==> src/rtl/ahb_arb_pkg.sv <==
// ahb_arb_pkg: shared constants for the AHB-to-APB bridge arbiter.
//   HTRANS_* : AHB transfer type encodings
//   arb_state_t : arbiter FSM states (ARB_IDLE = no owner, ARB_OWN = one owner)
//   AHB_ARB_NUM_M : default number of masters
package ahb_arb_pkg;

    localparam logic [1:0] HTRANS_IDLE   = 2'b00;
    localparam logic [1:0] HTRANS_BUSY   = 2'b01;
    localparam logic [1:0] HTRANS_NONSEQ = 2'b10;
    localparam logic [1:0] HTRANS_SEQ    = 2'b11;

    localparam int unsigned AHB_ARB_NUM_M = 2;

    typedef enum logic {
        ARB_IDLE = 1'b0,
        ARB_OWN  = 1'b1
    } arb_state_t;

endpackage

==> src/rtl/ahb_arb_pick.sv <==
// ahb_arb_pick: combinational request picker.
//   i_req   : request vector, one bit per master
//   i_ptr   : index where the search starts (0 gives fixed lowest-index priority)
//   o_grant : one-hot winner, all zero when nothing is requested
module ahb_arb_pick
    import ahb_arb_pkg::*;
#(
    parameter int unsigned NUM_M = AHB_ARB_NUM_M
) (
    input  logic [NUM_M-1:0] i_req,
    input  logic [1:0]       i_ptr,
    output logic [NUM_M-1:0] o_grant
);

    logic w_found;

    // Two passes give a circular search: first indices at or above the
    // pointer, then wrap around to the lowest requesting index.
    always_comb begin
        o_grant = '0;
        w_found = 1'b0;
        for (int unsigned i = 0; i < NUM_M; i++) begin
            if (!w_found && i_req[i] && (i >= 32'(i_ptr))) begin
                o_grant[i] = 1'b1;
                w_found    = 1'b1;
            end
        end
        for (int unsigned i = 0; i < NUM_M; i++) begin
            if (!w_found && i_req[i]) begin
                o_grant[i] = 1'b1;
                w_found    = 1'b1;
            end
        end
    end

endmodule

==> src/rtl/ahb_bridge_arbiter.sv <==
// ahb_bridge_arbiter: arbitrates NUM_M AHB masters onto one AHB2APB bridge.
//   Hclk, Hreset        : clock, asynchronous active-high reset
//   Hreq_m, Htrans_m,
//   Haddr_m, Hwrite_m,
//   Hwdata_m            : per-master request and bus signals (master i in slice i)
//   Hreadyout           : ready from the bridge; low freezes all arbiter state
//   Hgrant, Hmaster     : registered one-hot grant and address-phase owner
//   Htrans, Haddr,
//   Hwrite, Hwdata      : muxed bus to the bridge (Hwdata follows the data-phase owner)
//   Hreadyin            : Hreadyout passed through to bridge and masters
// Macro AHB_ARB_RR_EN: when defined, round-robin arbitration; otherwise fixed
// priority with the lowest index winning.
module ahb_bridge_arbiter
    import ahb_arb_pkg::*;
#(
    parameter int unsigned NUM_M = AHB_ARB_NUM_M
) (
    input  logic                Hclk,
    input  logic                Hreset,
    input  logic [NUM_M-1:0]    Hreq_m,
    input  logic [2*NUM_M-1:0]  Htrans_m,
    input  logic [32*NUM_M-1:0] Haddr_m,
    input  logic [NUM_M-1:0]    Hwrite_m,
    input  logic [32*NUM_M-1:0] Hwdata_m,
    input  logic                Hreadyout,
    output logic [NUM_M-1:0]    Hgrant,
    output logic [1:0]          Hmaster,
    output logic [1:0]          Htrans,
    output logic [31:0]         Haddr,
    output logic                Hwrite,
    output logic [31:0]         Hwdata,
    output logic                Hreadyin
);

    arb_state_t       r_state, w_state_nxt;
    logic [NUM_M-1:0] r_grant, w_grant_nxt, w_pick;
    logic [1:0]       r_hmaster, w_hmaster_nxt, r_hdmaster, w_pick_idx, w_ptr;
    logic             w_own_req, w_own_granted, w_releasable, w_any_req;
    logic [1:0]       w_own_trans;

    ahb_arb_pick #(.NUM_M(NUM_M)) u_pick (
        .i_req   (Hreq_m),
        .i_ptr   (w_ptr),
        .o_grant (w_pick)
    );

`ifdef AHB_ARB_RR_EN
    logic [1:0] r_ptr;

    // While owned, the pointer always sits one past the owner; holding the
    // owner rewrites the same value, so only a new grant moves it.
    always_ff @(posedge Hclk or posedge Hreset) begin
        if (Hreset) begin
            r_ptr <= '0;
        end else if (Hreadyout && (w_state_nxt == ARB_OWN)) begin
            r_ptr <= (w_hmaster_nxt == 2'(NUM_M - 1)) ? 2'd0 : w_hmaster_nxt + 2'd1;
        end
    end

    assign w_ptr = r_ptr;
`else
    assign w_ptr = '0;
`endif

    // Address-phase mux from Hmaster, data-phase mux from Hdmaster.
    always_comb begin
        w_own_req     = Hreq_m[0];
        w_own_trans   = Htrans_m[1:0];
        w_own_granted = r_grant[0];
        Haddr         = Haddr_m[31:0];
        Hwrite        = Hwrite_m[0];
        Hwdata        = Hwdata_m[31:0];
        w_pick_idx    = '0;
        for (int unsigned i = 0; i < NUM_M; i++) begin
            if (r_hmaster == 2'(i)) begin
                w_own_req     = Hreq_m[i];
                w_own_trans   = Htrans_m[2*i +: 2];
                w_own_granted = r_grant[i];
                Haddr         = Haddr_m[32*i +: 32];
                Hwrite        = Hwrite_m[i];
            end
            if (r_hdmaster == 2'(i)) begin
                Hwdata = Hwdata_m[32*i +: 32];
            end
            if (w_pick[i]) begin
                w_pick_idx = 2'(i);
            end
        end
    end

    assign w_any_req    = |Hreq_m;
    // A burst in progress (BUSY/SEQ) is never split.
    assign w_releasable = !w_own_req &&
                          ((w_own_trans == HTRANS_IDLE) || (w_own_trans == HTRANS_NONSEQ));

    always_comb begin
        w_state_nxt   = r_state;
        w_grant_nxt   = r_grant;
        w_hmaster_nxt = r_hmaster;
        if (Hreadyout) begin
            case (r_state)
                ARB_IDLE: begin
                    if (w_any_req) begin
                        w_state_nxt   = ARB_OWN;
                        w_grant_nxt   = w_pick;
                        w_hmaster_nxt = w_pick_idx;
                    end
                end
                ARB_OWN: begin
                    if (w_releasable) begin
                        if (w_any_req) begin
                            w_state_nxt   = ARB_OWN;
                            w_grant_nxt   = w_pick;
                            w_hmaster_nxt = w_pick_idx;
                        end else begin
                            w_state_nxt = ARB_IDLE;
                            w_grant_nxt = '0;
                        end
                    end
                end
                default: begin
                    w_state_nxt = ARB_IDLE;
                    w_grant_nxt = '0;
                end
            endcase
        end
    end

    always_ff @(posedge Hclk or posedge Hreset) begin
        if (Hreset) begin
            r_state    <= ARB_IDLE;
            r_grant    <= '0;
            r_hmaster  <= '0;
            r_hdmaster <= '0;
        end else if (Hreadyout) begin
            r_state    <= w_state_nxt;
            r_grant    <= w_grant_nxt;
            r_hmaster  <= w_hmaster_nxt;
            r_hdmaster <= r_hmaster;
        end
    end

    assign Hgrant   = r_grant;
    assign Hmaster  = r_hmaster;
    assign Htrans   = w_own_granted ? w_own_trans : HTRANS_IDLE;
    assign Hreadyin = Hreadyout;

endmodule
==> config.mk <==
export PLATFORM = sky130hd
export DESIGN_NAME = ahb_bridge_arbiter
export DESIGN_NICKNAME = d
export VERILOG_FILES = /design/src/rtl/ahb_arb_pkg.sv /design/src/rtl/ahb_arb_pick.sv /design/src/rtl/ahb_bridge_arbiter.sv
export SDC_FILE = /design/constraint.sdc
export NUM_CORES = 1
export LEC_CHECK = 0
export BUFFER_PORTS_ARGS = -buffer_cell sky130_fd_sc_hd__buf_2
export CAP_MARGIN = 20
export CORE_AREA = 2 2 82 84
export DETAILED_ROUTE_END_ITERATION = 8
export DIE_AREA = 0 0 84 86
export SYNTH_ARGS = -nofsm -noshare
export SYNTH_HDL_FRONTEND = slang
export SYNTH_SLANG_ARGS = --single-unit
==> constraint.sdc <==
create_clock -name Hclk -period 1.3 [get_ports Hclk]
set_input_delay 0.26 -clock Hclk [delete_from_list [all_inputs] [get_ports Hclk]]
set_output_delay 0.26 -clock Hclk [all_outputs]
set_load 0.1 [all_outputs]
* After elaboration in Yosys (flattened, before gate mapping)
Index checks and enable logic that the tools add are counted.
** Word-level totals
- ROM bits :: 0
- Input bits :: 139
- Bits in latches :: 0
- Register bits :: 7
- Bits in writable memories :: 0
- Memories :: 0
- Output and inout bits :: 72
- Word-level logic and storage cells :: 47
** Cells by class
- Magnitude comparators :: 0
- Multiplexer cells :: 24
- Shifts and indexed selects :: 0
- Reductions and logical operators :: 13
- Equal/unequal tests :: 5
- Bitwise logic cells :: 1
- $mul :: 0
- Add/sub/neg operators :: 0
- Divide/modulo/power cells :: 0
** Operator list (count)
- $mux W32 :: 2
- $mux W2 :: 7
- $mux W1 :: 12
- $pmux W2 S2 :: 2
- $eq A2 B1 Y1 const B :: 2
- $logic_and A1 B1 Y1 :: 4
- $logic_not A1 Y1 :: 4
- $reduce_and A3 Y1 :: 1
- $eq A2 B2 Y1 const B :: 1
- $logic_not A2 Y1 :: 1
- $ne A2 B1 Y1 const B :: 1
- $ne A2 B2 Y1 const B :: 1
- $pmux W1 S2 :: 1
- $reduce_and A2 Y1 :: 1
- $reduce_or A2 Y1 :: 1
- $logic_or A1 B1 Y1 :: 1
- $not A1 Y1 :: 1

* Logic depth before layout (Yosys ltp)
- Depth in word-level cells :: 14
- Gate-level depth with buffers :: 4
- Depth with buffers taken out :: 3

* Hierarchy
Synthesis repeated with hierarchy kept, for this count alone.
** Second synthesis, totals
- Cell total of the unflattened synthesis :: 107
- Area, all modules :: 1084.8 um^2
** Modules (own cells, without submodules)
- ahb_bridge_arbiter :: times used 1, area an instance 1054.8 um^2, cells each 103
- ahb_arb_pick :: times used 1, area an instance 30.0 um^2, cells each 4

* Least setup slack after synthesis
No wires, ideal clock.
- Path kind :: register -> output
- From :: register r_hmaster[0], in the netlist Hmaster[0]
- To :: output port Htrans[0]
- Data required time :: 1.040 ns
- Arrival :: 2.332 ns
- Stages on the path, launching flop included :: 4
- Path slack :: -1.292 ns
- Path through :: dfrtp_1 -> buf_2 -> buf_2 -> a32o_1
** On the way
- Word-level cells in the longest chain between the ends :: 3
- Elaborated cells on any way between the ends :: 4
- Those cells by class :: 1 x eq/ne; 3 x mux
** Ends and longest elaborated chain
- from (decl) :: RTL line ahb_bridge_arbiter.sv:37 : logic [1:0] r_hmaster, w_hmaster_nxt, r_hdmaster, w_pick_idx, w_ptr;
- from (signal assigned) :: RTL line ahb_bridge_arbiter.sv:138 : r_hmaster <= w_hmaster_nxt;
- $eq A2 B1 Y1 (*) :: RTL line ahb_bridge_arbiter.sv:75 : if (r_hmaster == 2'(i)) begin
- $mux W2 or $mux W1 (tied branches) :: RTL line ahb_bridge_arbiter.sv:75
- $mux W2 (*) :: RTL line ahb_bridge_arbiter.sv:145 : assign Htrans = w_own_granted ? w_own_trans : HTRANS_IDLE;
- to (decl) :: RTL line ahb_bridge_arbiter.sv:28 : output logic [1:0] Htrans,
Every way passes the cells marked *; elsewhere a longest branch is shown, timed or not.

* Worst setup path in the final report
- From :: register r_hmaster[0], in the netlist Hmaster[0]
- To :: output port Haddr[18]
** On the way
- Word-level cells in the longest chain between the ends :: 2
** Ends and longest elaborated chain
- $eq A2 B1 Y1 :: RTL line ahb_bridge_arbiter.sv:75
- $mux W32 :: RTL line ahb_bridge_arbiter.sv:75
- to (decl) :: RTL line ahb_bridge_arbiter.sv:29 : output logic [31:0] Haddr,
Every way passes these cells.

==> PnR_summary.wiki <==
{| class="wikitable"
! Metric !! Value
|-
| Post-Route WL || 5.66 mm
|-
| Starting DRC count in detailed routing || 40
|-
| Cell with the biggest individual delay on the critical path || dfrtp_4
|-
| YS warnings || 0
|-
| Effective utilization at floorplan || 16.9%
|-
| Largest net degree at the start of global routing || 15
|-
| LEAKAGE || 1.96 nW
|-
| Pre-CTS setup slack || -0.256 ns
|-
| Max capacitance violation total || 0
|-
| Sequential fraction of the synthesis area || 11.8%
|-
| Routed Antenna Nets || 0
|-
| CP peak stage delay || 0.53 ns
|-
| TritonCTS clock tree || yes
|-
| Critical path endpoint category || output port
|-
| DP Wirelength || 5.08 mm
|-
| Number of distinct library cells after synthesis || 20
|-
| Register area || 133 µm²
|-
| Setup slack of the critical path after layout || -0.398 ns
|-
| Final Wtd Congestion || 0.819
|-
| Worst IR drop on VDD || 2.37 mV
|-
| Data arrival time at the worst-slack endpoint || 1.44 ns
|-
| Clock Sinks || 5
|-
| Detailed-route vias per instance || 4.30
|-
| Filler instances || 500
|-
| Async SR Flop Fraction || 100%
|-
| Clock latency of the later-clocked register in the worst-skew pair || 0.22 ns
|-
| Count of buffer and inverter cells on the critical path || 2
|-
| Height of the die || 86 µm
|-
| Final hold violation count || 0
|-
| Endpoint required time on the critical path || 1.04 ns
|-
| Final Max Tran Viols || 0
|-
| Final Setup Violations || 72
|-
| Full die area || 0.00722 mm²
|-
| Maximum operating frequency || 0.589 GHz
|-
| All-Layer GR Usage || 14.5%
|-
| Worst min-delay path class || primary input to register
|-
| Post-synthesis average cell area || 10.2 µm²
|-
| Max Buffers Root-to-Sink || 2
|-
| Buffer cell driving the clock tree root || clkbuf_8
|-
| Horizontal die dimension || 84 µm
|-
| Startpoint kind of the worst setup timing path || register
|-
| Area of the multi-input gates || 0.00113 mm²
|-
| Number of instances in the synthesized netlist || 104
|-
| Critical path cell sequence || buf_6, mux2_4, buf_12
|-
| Synth-to-Final Area Change || 249%
|-
| CP top delay family || flip-flops
|-
| Routed WL per cell || 14.1 µm
|-
| Initial DRT Pass Iterations || 4
|-
| Routed vias || 1728
|-
| Run status || finished, violations left
|-
| Failing checks || negative setup slack
|-
| Number of H-tree levels || 1
|-
| Power density normalized to cell area || 3220 mW/mm²
|-
| Total standard cell area after synthesis || 0.00106 mm²
|-
| Number of instances in the placed design || 392
|-
| Synthesized net count || 243
|-
| Predominant post-synthesis flop cell || dfrtp_1
|-
| I/O Pins || 211
|-
| Std-Cell Rows || 29
|-
| Crit path kind || register to output port
|-
| Seq cells post-synth || 5
|-
| Clock slew seen by the registers of the worst setup and hold paths || 0.04 ns
|-
| Sum Neg Setup Slack || -24.03 ns
|-
| Wire length of the first global-routing pass || 8.58 mm
|-
| Worst Path Max Fanout || 10
|-
| Time the final worst path needs with I/O delays and setup || 1.70 ns
|-
| Setup repair after global routing missed its margin || yes
|-
| EDFF count, synth || 0
|-
| Number of antenna violations at the first check in global routing || 2
|-
| Core Box Area || 0.00628 mm²
|-
| Number of standard cells in the final layout excluding fillers || 402
|-
| Global route total overflow || 0
|-
| Layout cells sized above 1 || 93.8%
|-
| Clock buffer count from CTS || 3
|-
| Via count of the first global-routing pass || 1848
|-
| Port Buffers || 209
|-
| Final critical-path share of the clock period || 131%
|-
| Post-detailed-route DRC marker count || 0
|-
| Layout net count || 463
|-
| Setup skew after layout || 0.000999 ns
|}
worst paths after layout:
path	startpoint	end	slack, ns	depth (start not counted)
setup reg to reg	Hmaster[0]	Hgrant[0]	-0.38	4
hold / removal	Hreq_m[0]	Hgrant[1]	0.39	3
min in group asynchronous	Hreset	Hmaster[0]	0.48	3
hold reg to reg	Hgrant[1]	Hgrant[1]	0.61	2
max in group asynchronous	Hreset	Hmaster[0]	0.63	3
setup / recovery	Hmaster[0]	Haddr[18]	-0.40	3
where the power goes:
part	leakage (nW)	switching, mW	internal, mW
clock	0.0228	0.0792	0.211
combinational	1.89	6.78	4.50
sequential	0.0535	0.145	0.242
what timing repair did:
item | in CTS | in global routing
buffers inserted | 2 | 0
endpoints found under the hold margin | 5 | 0
endpoints found under the setup margin | 72 | 72
hold buffers | 1 | 0
gates resized for setup | 7 | 1
gates cloned | 1 | 0
Yosys cell counts (all sizes together), types with 2 or more instances:
cell type / n / area, µm²
mux2: 66 / 743
buf: 9 / 50.0
dfrtp: 5 / 125
a32o: 3 / 30.0
inv: 3 / 11.3
a31o: 2 / 17.5
a31oi: 2 / 12.5
clkbuf: 2 / 7.51
nor2: 2 / 7.51
o21ai: 2 / 10.0
logic make-up after synthesis:
logic type             synth area share [%]
AOI/OAI and AO/OA                      8.00
buffers and inverters                  6.47
DFF                                    11.8
muxes                                  69.9
other                                 0.353
and+or+nand+nor                        3.53
cell type report:
class / instances / area share [%]
Timing Repair Buffer: 226 / 61.7
Tap cell: 77 / 2.60
Multi-Input combinational cell: 85 / 30.5
Antenna cell: 2 / 0.135
Clock buffer: 4 / 1.21
Inverter: 3 / 0.303
Sequential cell: 5 / 3.57
tightest hold or removal path, stage by stage:
cell	delay (ns)
buf_2	0.10
buf_4	0.13
o22ai_1	0.08
metrics by stage:
stage | area [µm²] | hold slack (ns) | total power [mW] | util, %
final | 3710 | 0.388 | 12.0 | 59.1
after global routing | 3710 | 0.402 | 12.3 | 59.0
after CTS | 3700 | 0.378 | 12.0 | 59.0
after detailed placement | 3580 | 0.173 | 11.5 | 57.0
after global placement | 3580 | 0.172 | 11.4 | 57.0
after floorplan | 1390 | 0.0384 | 7.92 | -
metal layers:
layer,global-route usage (%),routed length (µm),vias to the layer above
met5,0,0,-
met4,2.20,0,0
met3,3.66,519,0
met2,31.1,3320,107
met1,13.9,1830,788
li1,-,-,833
cell usage in the layout (no fill, tap or decap), types with 2 or more instances in the layout:
cell / netlist / routed
buf_2: 7 / 138
buf_12: 0 / 72
mux2_4: 0 / 59
buf_4: 2 / 10
mux2_2: 64 / 7
buf_6: 0 / 4
dfrtp_2: 0 / 3
inv_1: 3 / 3
clkbuf_8: 0 / 3
diode_2: 0 / 2
o21ai_0: 2 / 2
a31o_1: 2 / 2
a31oi_1: 2 / 2
a32o_4: 0 / 2
nor2_1: 2 / 2
state kept, by name, summed over array words and instances, names as in the netlist:
signal      count
r_state         1
Hmaster         1
Hgrant          2
r_hdmaster      1
Note: power is estimated with default switching activity, not from simulation.
